## src/rtl/if_axi_fetch_if.sv

```systemverilog
// AXI4 read-only channel bundle (AR + R) between the IF fetch
// master and the instruction-side interconnect.
interface if_axi_fetch_if;
  logic [3:0]  arid;
  logic [31:0] araddr;
  logic [7:0]  arlen;
  logic [2:0]  arsize;
  logic [1:0]  arburst;
  logic        arvalid;
  logic        arready;
  logic [3:0]  rid;
  logic [31:0] rdata;
  logic [1:0]  rresp;
  logic        rlast;
  logic        rvalid;
  logic        rready;

  modport master (
    output arid, araddr, arlen, arsize, arburst, arvalid, rready,
    input  arready, rid, rdata, rresp, rlast, rvalid
  );

  modport slave (
    input  arid, araddr, arlen, arsize, arburst, arvalid, rready,
    output arready, rid, rdata, rresp, rlast, rvalid
  );
endinterface

```

## src/rtl/if_axi_fetch.sv

```systemverilog
// IF-stage AXI4 read master: one 32-bit single-beat fetch per PC,
// stall request while in flight, hold buffer for downstream stalls.
module if_axi_fetch #(
  parameter logic [3:0]  AXI_ID   = 4'd0,
  parameter logic [31:0] RESET_PC = 32'hBFC0_0000
) (
  input  logic        cpu_clk,
  input  logic        cpu_rst_n,
  input  logic [31:0] pc,
  input  logic        pc_valid,
  input  logic        flush,
  input  logic [3:0]  stall,
  output logic        stallreq_if,
  output logic [31:0] inst,
  output logic        inst_valid,
  output logic        inst_err,
  if_axi_fetch_if.master axi
);

  typedef enum logic [1:0] {
    S_IDLE,
    S_AR,
    S_R,
    S_HOLD
  } state_e;

  state_e      state_q, state_d;
  logic [31:0] addr_q, addr_d;
  logic [31:0] buf_q, buf_d;
  logic        buf_err_q, buf_err_d;
  logic        drop_q, drop_d;

  logic        beat_done;
  logic        rsp_err;
  logic [31:0] rsp_inst;
  logic        unused_ok;

  assign beat_done = axi.rvalid & axi.rlast
                   & (axi.rid == AXI_ID);
  assign rsp_err   = axi.rresp != 2'b00;
  assign rsp_inst  = rsp_err ? 32'h0 : axi.rdata;
  assign unused_ok = ^{stall[3:2], stall[0], pc[1:0]};

  assign axi.arid    = AXI_ID;
  assign axi.arlen   = 8'd0;
  assign axi.arsize  = 3'b010;
  assign axi.arburst = 2'b01;
  assign axi.araddr  = addr_q;

  always_ff @(posedge cpu_clk or negedge cpu_rst_n) begin
    if (!cpu_rst_n) begin
      state_q   <= S_IDLE;
      addr_q    <= RESET_PC;
      buf_q     <= 32'h0;
      buf_err_q <= 1'b0;
      drop_q    <= 1'b0;
    end else begin
      state_q   <= state_d;
      addr_q    <= addr_d;
      buf_q     <= buf_d;
      buf_err_q <= buf_err_d;
      drop_q    <= drop_d;
    end
  end

  always_comb begin
    state_d     = state_q;
    addr_d      = addr_q;
    buf_d       = buf_q;
    buf_err_d   = buf_err_q;
    drop_d      = drop_q;
    axi.arvalid = 1'b0;
    axi.rready  = 1'b0;
    stallreq_if = 1'b0;
    inst        = 32'h0;
    inst_valid  = 1'b0;
    inst_err    = 1'b0;
    unique case (state_q)
      S_IDLE: begin
        stallreq_if = pc_valid;
        if (pc_valid && !flush) begin
          addr_d  = {pc[31:2], 2'b00};
          state_d = S_AR;
        end
      end
      S_AR: begin
        axi.arvalid = 1'b1;
        stallreq_if = 1'b1;
        if (flush) drop_d = 1'b1;
        if (axi.arready) state_d = S_R;
      end
      S_R: begin
        axi.rready  = 1'b1;
        stallreq_if = !(beat_done && !drop_q);
        inst        = rsp_inst;
        // a redirect landing on the final beat still discards it
        if (beat_done) begin
          state_d = S_IDLE;
          if (drop_q || flush) begin
            drop_d = 1'b0;
          end else if (!stall[1]) begin
            inst_valid = 1'b1;
            inst_err   = rsp_err;
          end else begin
            buf_d     = rsp_inst;
            buf_err_d = rsp_err;
            state_d   = S_HOLD;
          end
        end else if (flush) begin
          drop_d = 1'b1;
        end
      end
      S_HOLD: begin
        inst = buf_q;
        if (flush) begin
          state_d = S_IDLE;
        end else if (!stall[1]) begin
          inst_valid = 1'b1;
          inst_err   = buf_err_q;
          state_d    = S_IDLE;
        end
      end
      default: state_d = S_IDLE;
    endcase
  end

endmodule

```

## src/flat_wrapper.sv

```systemverilog
// flat-port wrapper written by rule: the top's interface ports become plain ports
module if_axi_fetch_flat 
#(
  parameter logic [3:0]  AXI_ID   = 4'd0,
  parameter logic [31:0] RESET_PC = 32'hBFC0_0000
)
  (cpu_clk, cpu_rst_n, pc, pc_valid, flush, stall, stallreq_if, inst, inst_valid, inst_err, axi_arid, axi_araddr, axi_arlen, axi_arsize, axi_arburst, axi_arvalid, axi_rready, axi_arready, axi_rid, axi_rdata, axi_rresp, axi_rlast, axi_rvalid);
  if_axi_fetch_if axi_i ();
  input  logic cpu_clk;
  input  logic cpu_rst_n;
  input  logic [31:0] pc;
  input  logic pc_valid;
  input  logic flush;
  input  logic [3:0] stall;
  output logic stallreq_if;
  output logic [31:0] inst;
  output logic inst_valid;
  output logic inst_err;
  output wire logic [$bits(axi_i.arid)-1:0] axi_arid;
  output wire logic [$bits(axi_i.araddr)-1:0] axi_araddr;
  output wire logic [$bits(axi_i.arlen)-1:0] axi_arlen;
  output wire logic [$bits(axi_i.arsize)-1:0] axi_arsize;
  output wire logic [$bits(axi_i.arburst)-1:0] axi_arburst;
  output wire logic [$bits(axi_i.arvalid)-1:0] axi_arvalid;
  output wire logic [$bits(axi_i.rready)-1:0] axi_rready;
  input wire logic [$bits(axi_i.arready)-1:0] axi_arready;
  input wire logic [$bits(axi_i.rid)-1:0] axi_rid;
  input wire logic [$bits(axi_i.rdata)-1:0] axi_rdata;
  input wire logic [$bits(axi_i.rresp)-1:0] axi_rresp;
  input wire logic [$bits(axi_i.rlast)-1:0] axi_rlast;
  input wire logic [$bits(axi_i.rvalid)-1:0] axi_rvalid;
  assign axi_arid = axi_i.arid;
  assign axi_araddr = axi_i.araddr;
  assign axi_arlen = axi_i.arlen;
  assign axi_arsize = axi_i.arsize;
  assign axi_arburst = axi_i.arburst;
  assign axi_arvalid = axi_i.arvalid;
  assign axi_rready = axi_i.rready;
  assign axi_i.arready = axi_arready;
  assign axi_i.rid = axi_rid;
  assign axi_i.rdata = axi_rdata;
  assign axi_i.rresp = axi_rresp;
  assign axi_i.rlast = axi_rlast;
  assign axi_i.rvalid = axi_rvalid;
  if_axi_fetch #(.AXI_ID(AXI_ID), .RESET_PC(RESET_PC)) u_core (.cpu_clk(cpu_clk), .cpu_rst_n(cpu_rst_n), .pc(pc), .pc_valid(pc_valid), .flush(flush), .stall(stall), .stallreq_if(stallreq_if), .inst(inst), .inst_valid(inst_valid), .inst_err(inst_err), .axi(axi_i));
endmodule
```

## config.mk

```make
export PLATFORM = sky130hd
export DESIGN_NAME = if_axi_fetch_flat
export DESIGN_NICKNAME = d
export VERILOG_FILES = /design/src/rtl/if_axi_fetch_if.sv /design/src/rtl/if_axi_fetch.sv /design/src/flat_wrapper.sv
export SDC_FILE = /design/constraint.sdc
export NUM_CORES = 1
export LEC_CHECK = 0
export CAP_MARGIN = 0
export CORE_AREA = 2 2 93 95
export DETAILED_ROUTE_END_ITERATION = 12
export DIE_AREA = 0 0 95 97
export GPL_ROUTABILITY_DRIVEN = 0
export PLACE_DENSITY = 0.8
export SLEW_MARGIN = 15
export SYNTH_ARGS = -nofsm -noshare
export SYNTH_HDL_FRONTEND = slang
export SYNTH_SLANG_ARGS = --single-unit
```

## constraint.sdc

```tcl
create_clock -name cpu_clk -period 2.2 [get_ports cpu_clk]
set_input_delay 0.33 -clock cpu_clk [delete_from_list [all_inputs] [get_ports cpu_clk]]
set_output_delay 0.33 -clock cpu_clk [all_outputs]
set_load 0.05 [all_outputs]
```

==> impl_metrics.csv <==
group,metric,value,unit
setup_path,cp.required,1.87,ns
routing,vias_per_cell,4.87,
power,comb_power_share,52.0,%
yosys,syn_area_per_cell,10.6,um^2
routing,drt_first_iter_violations,64,
power,p_int,3630,uW
sta,fin_tns_setup,-0.0672,ns
yosys,async_reset_ff_share,100,%
placement,pre_cts_slack,-0.395,ns
yosys,synth_ff_type,"dfrtp_1",
finish,nNetsFinal,550,
sta,slew_violations,0,
routing,vias,2798,
global_route,grt_usage,19.2,%
setup_path,worstSetupStartpoint,"axi_rid[3]",
finish,final_cell_mix,"98 x clkdlybuf4s50_1, 66 x nand2_1, 57 x dfrtp_1, 39 x buf_12, 31 x a22o_1",
yosys,synth-edff-count,0,
sta,slew_headroom,63.3,%
setup_path,path_max_fanout,2,
yosys,yosys_warnings,0,
cts,cts_root_buf,"clkbuf_8",
cts,cts_tree,"yes",
routing,wire_per_inst,14.9,um
power,vdd_ir_drop_max,1.19,mV
setup_path,path_class,"in -> out",
flow_run,drv_cap,0,
finish,regArea,0.00166,mm^2
global_route,first_global_vias,2911,
floorplanning,die_x,95,um
setup_path,cp_top_family,"simple AND/OR/NAND/NOR gates",
placement,dp_cells,539,
setup_path,cpPeakStageDelay,0.56,ns
setup_path,crit_buf_inv,2,
cts,h-tree-depth,3,
setup_path,r2r-end,"u_core.state_q[1]",
power,power_frac_clock,20.2,%
cts,clk_pin_slew,0.07,ns
finish,final_cell_area,0.00554,mm^2
floorplanning,io_pins,167,
floorplanning,rows,33,
cts,clk_path_buf_depth,2,
status,violations,"negative setup slack",
power,finalPower,6220,uW
setup_path,end_kind,"output pin",
setup_path,critPathArrivalTime,1.94,ns
sta,setup_ws,-0.0672,ns
power,p_sw,2590,uW
sta,finClkSkew,0.00632,ns
yosys,ys_ff_latch,66,
cts,cts_sinks,66,
routing,drc_errors,0,
status,status,"finished, violations left",
finish,drive_gt1_share,30.1,%
global_route,grt_pass1_wl,13800,um
placement,post_dp_cell_area,0.00512,mm^2
yosys,synth_area,0.00321,mm^2
yosys,yosysSeqAreaShare,51.8,%
finish,fin_cells,574,
sta,timing.fmax,441,MHz
setup_path,endpoint,"inst_err",
placement,io_buffer_count,142,
global_route,grt_max_degree,67,
floorplanning,dieArea,0.00922,mm^2
routing,detail_route.first_pass.iterations,4,
finish,multi_input_area,0.00143,mm^2
floorplanning,start_util,39.4,%
sta,max_slew.worst_pin.slew,0.549,ns
setup_path,reg2regPathDepth,7,
sta,hold_violations,0,
cts,clock_latency,0.34,ns
sta,min_period,2.27,ns
hold_path,hold_path.class,"reg -> reg",
finish,nFillCells,578,
yosys,synth.distinct_cells,31,
floorplanning,core,0.00813,mm^2
setup_path,crit_path_top_delay_cell,"or4b_4",
sta,setup_viol_count_final,1,
finish,synthToLayoutAreaGrowth,72.6,%
power,p_per_area,1120,mW/mm^2
setup_path,r2r_slack,0.38,ns
setup_path,worstPathCellList,"buf_2 > nor4_4 > nand3_2 > or4b_4 > o32ai_4 > buf_12",
placement,dp_hpwl,6040,um
setup_path,r2r_start,"u_core.state_q[0]",
sta,rsz0062_at_grt,"true",
finish,layout_commonest_cell,"clkdlybuf4s50_1",
finish,antenna_cells,0,
yosys,postSynthCellCount,303,
routing,wirelength,8540,um
cts,cts_buffers,9,
sta,period_share,103,%
power,swShare,41.6,%
global_route,overflow,0,
floorplanning,die_y,97,um
setup_path,cp_num_cells,6,
power,p_seq_share,27.9,%
routing,antenna_left,0,
setup_path,worstSetupStartpointType,"input pin",
power,static-leakage-power,0.00239,uW
global_route,antenna_found_initial,0,
synthesized netlist by cell type (all sizes together), types with 2 or more instances:
cell	count	share of area (%)
mux2	30	11
clkbuf	14	1.6
o21ai	34	5.3
nand2b	3	0.59
inv	4	0.47
buf	26	5.5
nor2	2	0.23
dfstp	9	7.4
dfrtp	57	44
conb	2	0.23
nand2	66	7.7
ha	5	2.0
a22o	32	8.7
a21oi	4	0.62
registers in the layout (all words and copies together), names as in the netlist:
| signal | count |
|---|---|
| u_core.state_q | 2 |
| u_core.buf_err_q | 1 |
| u_core.axi.araddr | 30 |
| u_core.buf_q | 32 |
| u_core.drop_q | 1 |
worst reg2reg max path: cells and delay by family, from the launching register on:
family / cells / cell delay [ns]
AO/OA/AOI/OAI: 3 / 0.68
adder cells (fa/ha/maj): 1 / 0.18
flip-flops: 1 / 0.39
buffers and inverters: 2 / 0.28
AND/OR/NAND/NOR: 1 / 0.18
metrics by stage:
stage | hold WS, ns | util, %
after floorplan | 0.0344 | -
after global placement | 0.334 | 62.9
after detailed placement | 0.344 | 62.9
after CTS | 0.487 | 67.3
after global routing | 0.503 | 68.1
final | 0.482 | 68.1
kinds of logic after synthesis:
logic type,Yosys count,synth area share (%)
compound gates,76,16.5
fa+ha+maj,5,1.95
other cells,2,0.234
buf+inv,44,7.64
mux,31,10.8
flops,66,51.8
simple gates,79,11.0
power groups by stage:
stage	Combinational [uW]	Clock [uW]	Sequential [uW]
floorplan	973	0	2760
global placement	3050	0	1740
detailed placement	3090	0	1760
CTS	3170	1290	1730
global route	3370	1340	1770
finish	3230	1250	1730
timing repair:
| action | 4_1_cts | 5_1_grt |
|---|---|---|
| buffers inserted | 15 | 2 |
| pin swaps | 4 | 3 |
| gates cloned | 0 | 1 |
| hold buffers | 1 | 0 |
| hold endpoints to repair | 21 | 0 |
| endpoints found under the setup margin | 3 | 36 |
| resized for setup | 16 | 11 |
per-layer routing:
metal  up-vias  GRT usage (%)  wire length [um]
met5         -              0                 0
met4         0           7.80               161
met3        11           7.32               794
met2       130           31.7              4210
met1      1320           22.1              3370
li1       1337              -                 -
cell type report:
| type | instances | area share, % |
|---|---|---|
| clock buffer | 10 | 2.49 |
| clock inverter | 6 | 2.06 |
| inverter | 4 | 0.271 |
| multi-input combinational | 210 | 25.9 |
| sequential | 66 | 30.0 |
| tap | 105 | 2.37 |
| timing repair buffer | 173 | 36.9 |
worst min path at each step:
| stage | startpoint | cells after the start | slack, ns | endpoint |
|---|---|---|---|---|
| after floorplan | cpu_rst_n | 0 | 0.03 | u_core.axi.araddr[10] |
| after global placement | cpu_rst_n | 1 | 0.33 | u_core.axi.araddr[11] |
| after detailed placement | cpu_rst_n | 1 | 0.34 | u_core.axi.araddr[17] |
| after CTS | u_core.buf_q[8] | 2 | 0.49 | u_core.buf_q[8] |
| after global routing | u_core.buf_q[26] | 2 | 0.50 | u_core.buf_q[26] |
| final | u_core.buf_q[8] | 2 | 0.48 | u_core.buf_q[8] |
Note: power is estimated with default switching activity, not from simulation.
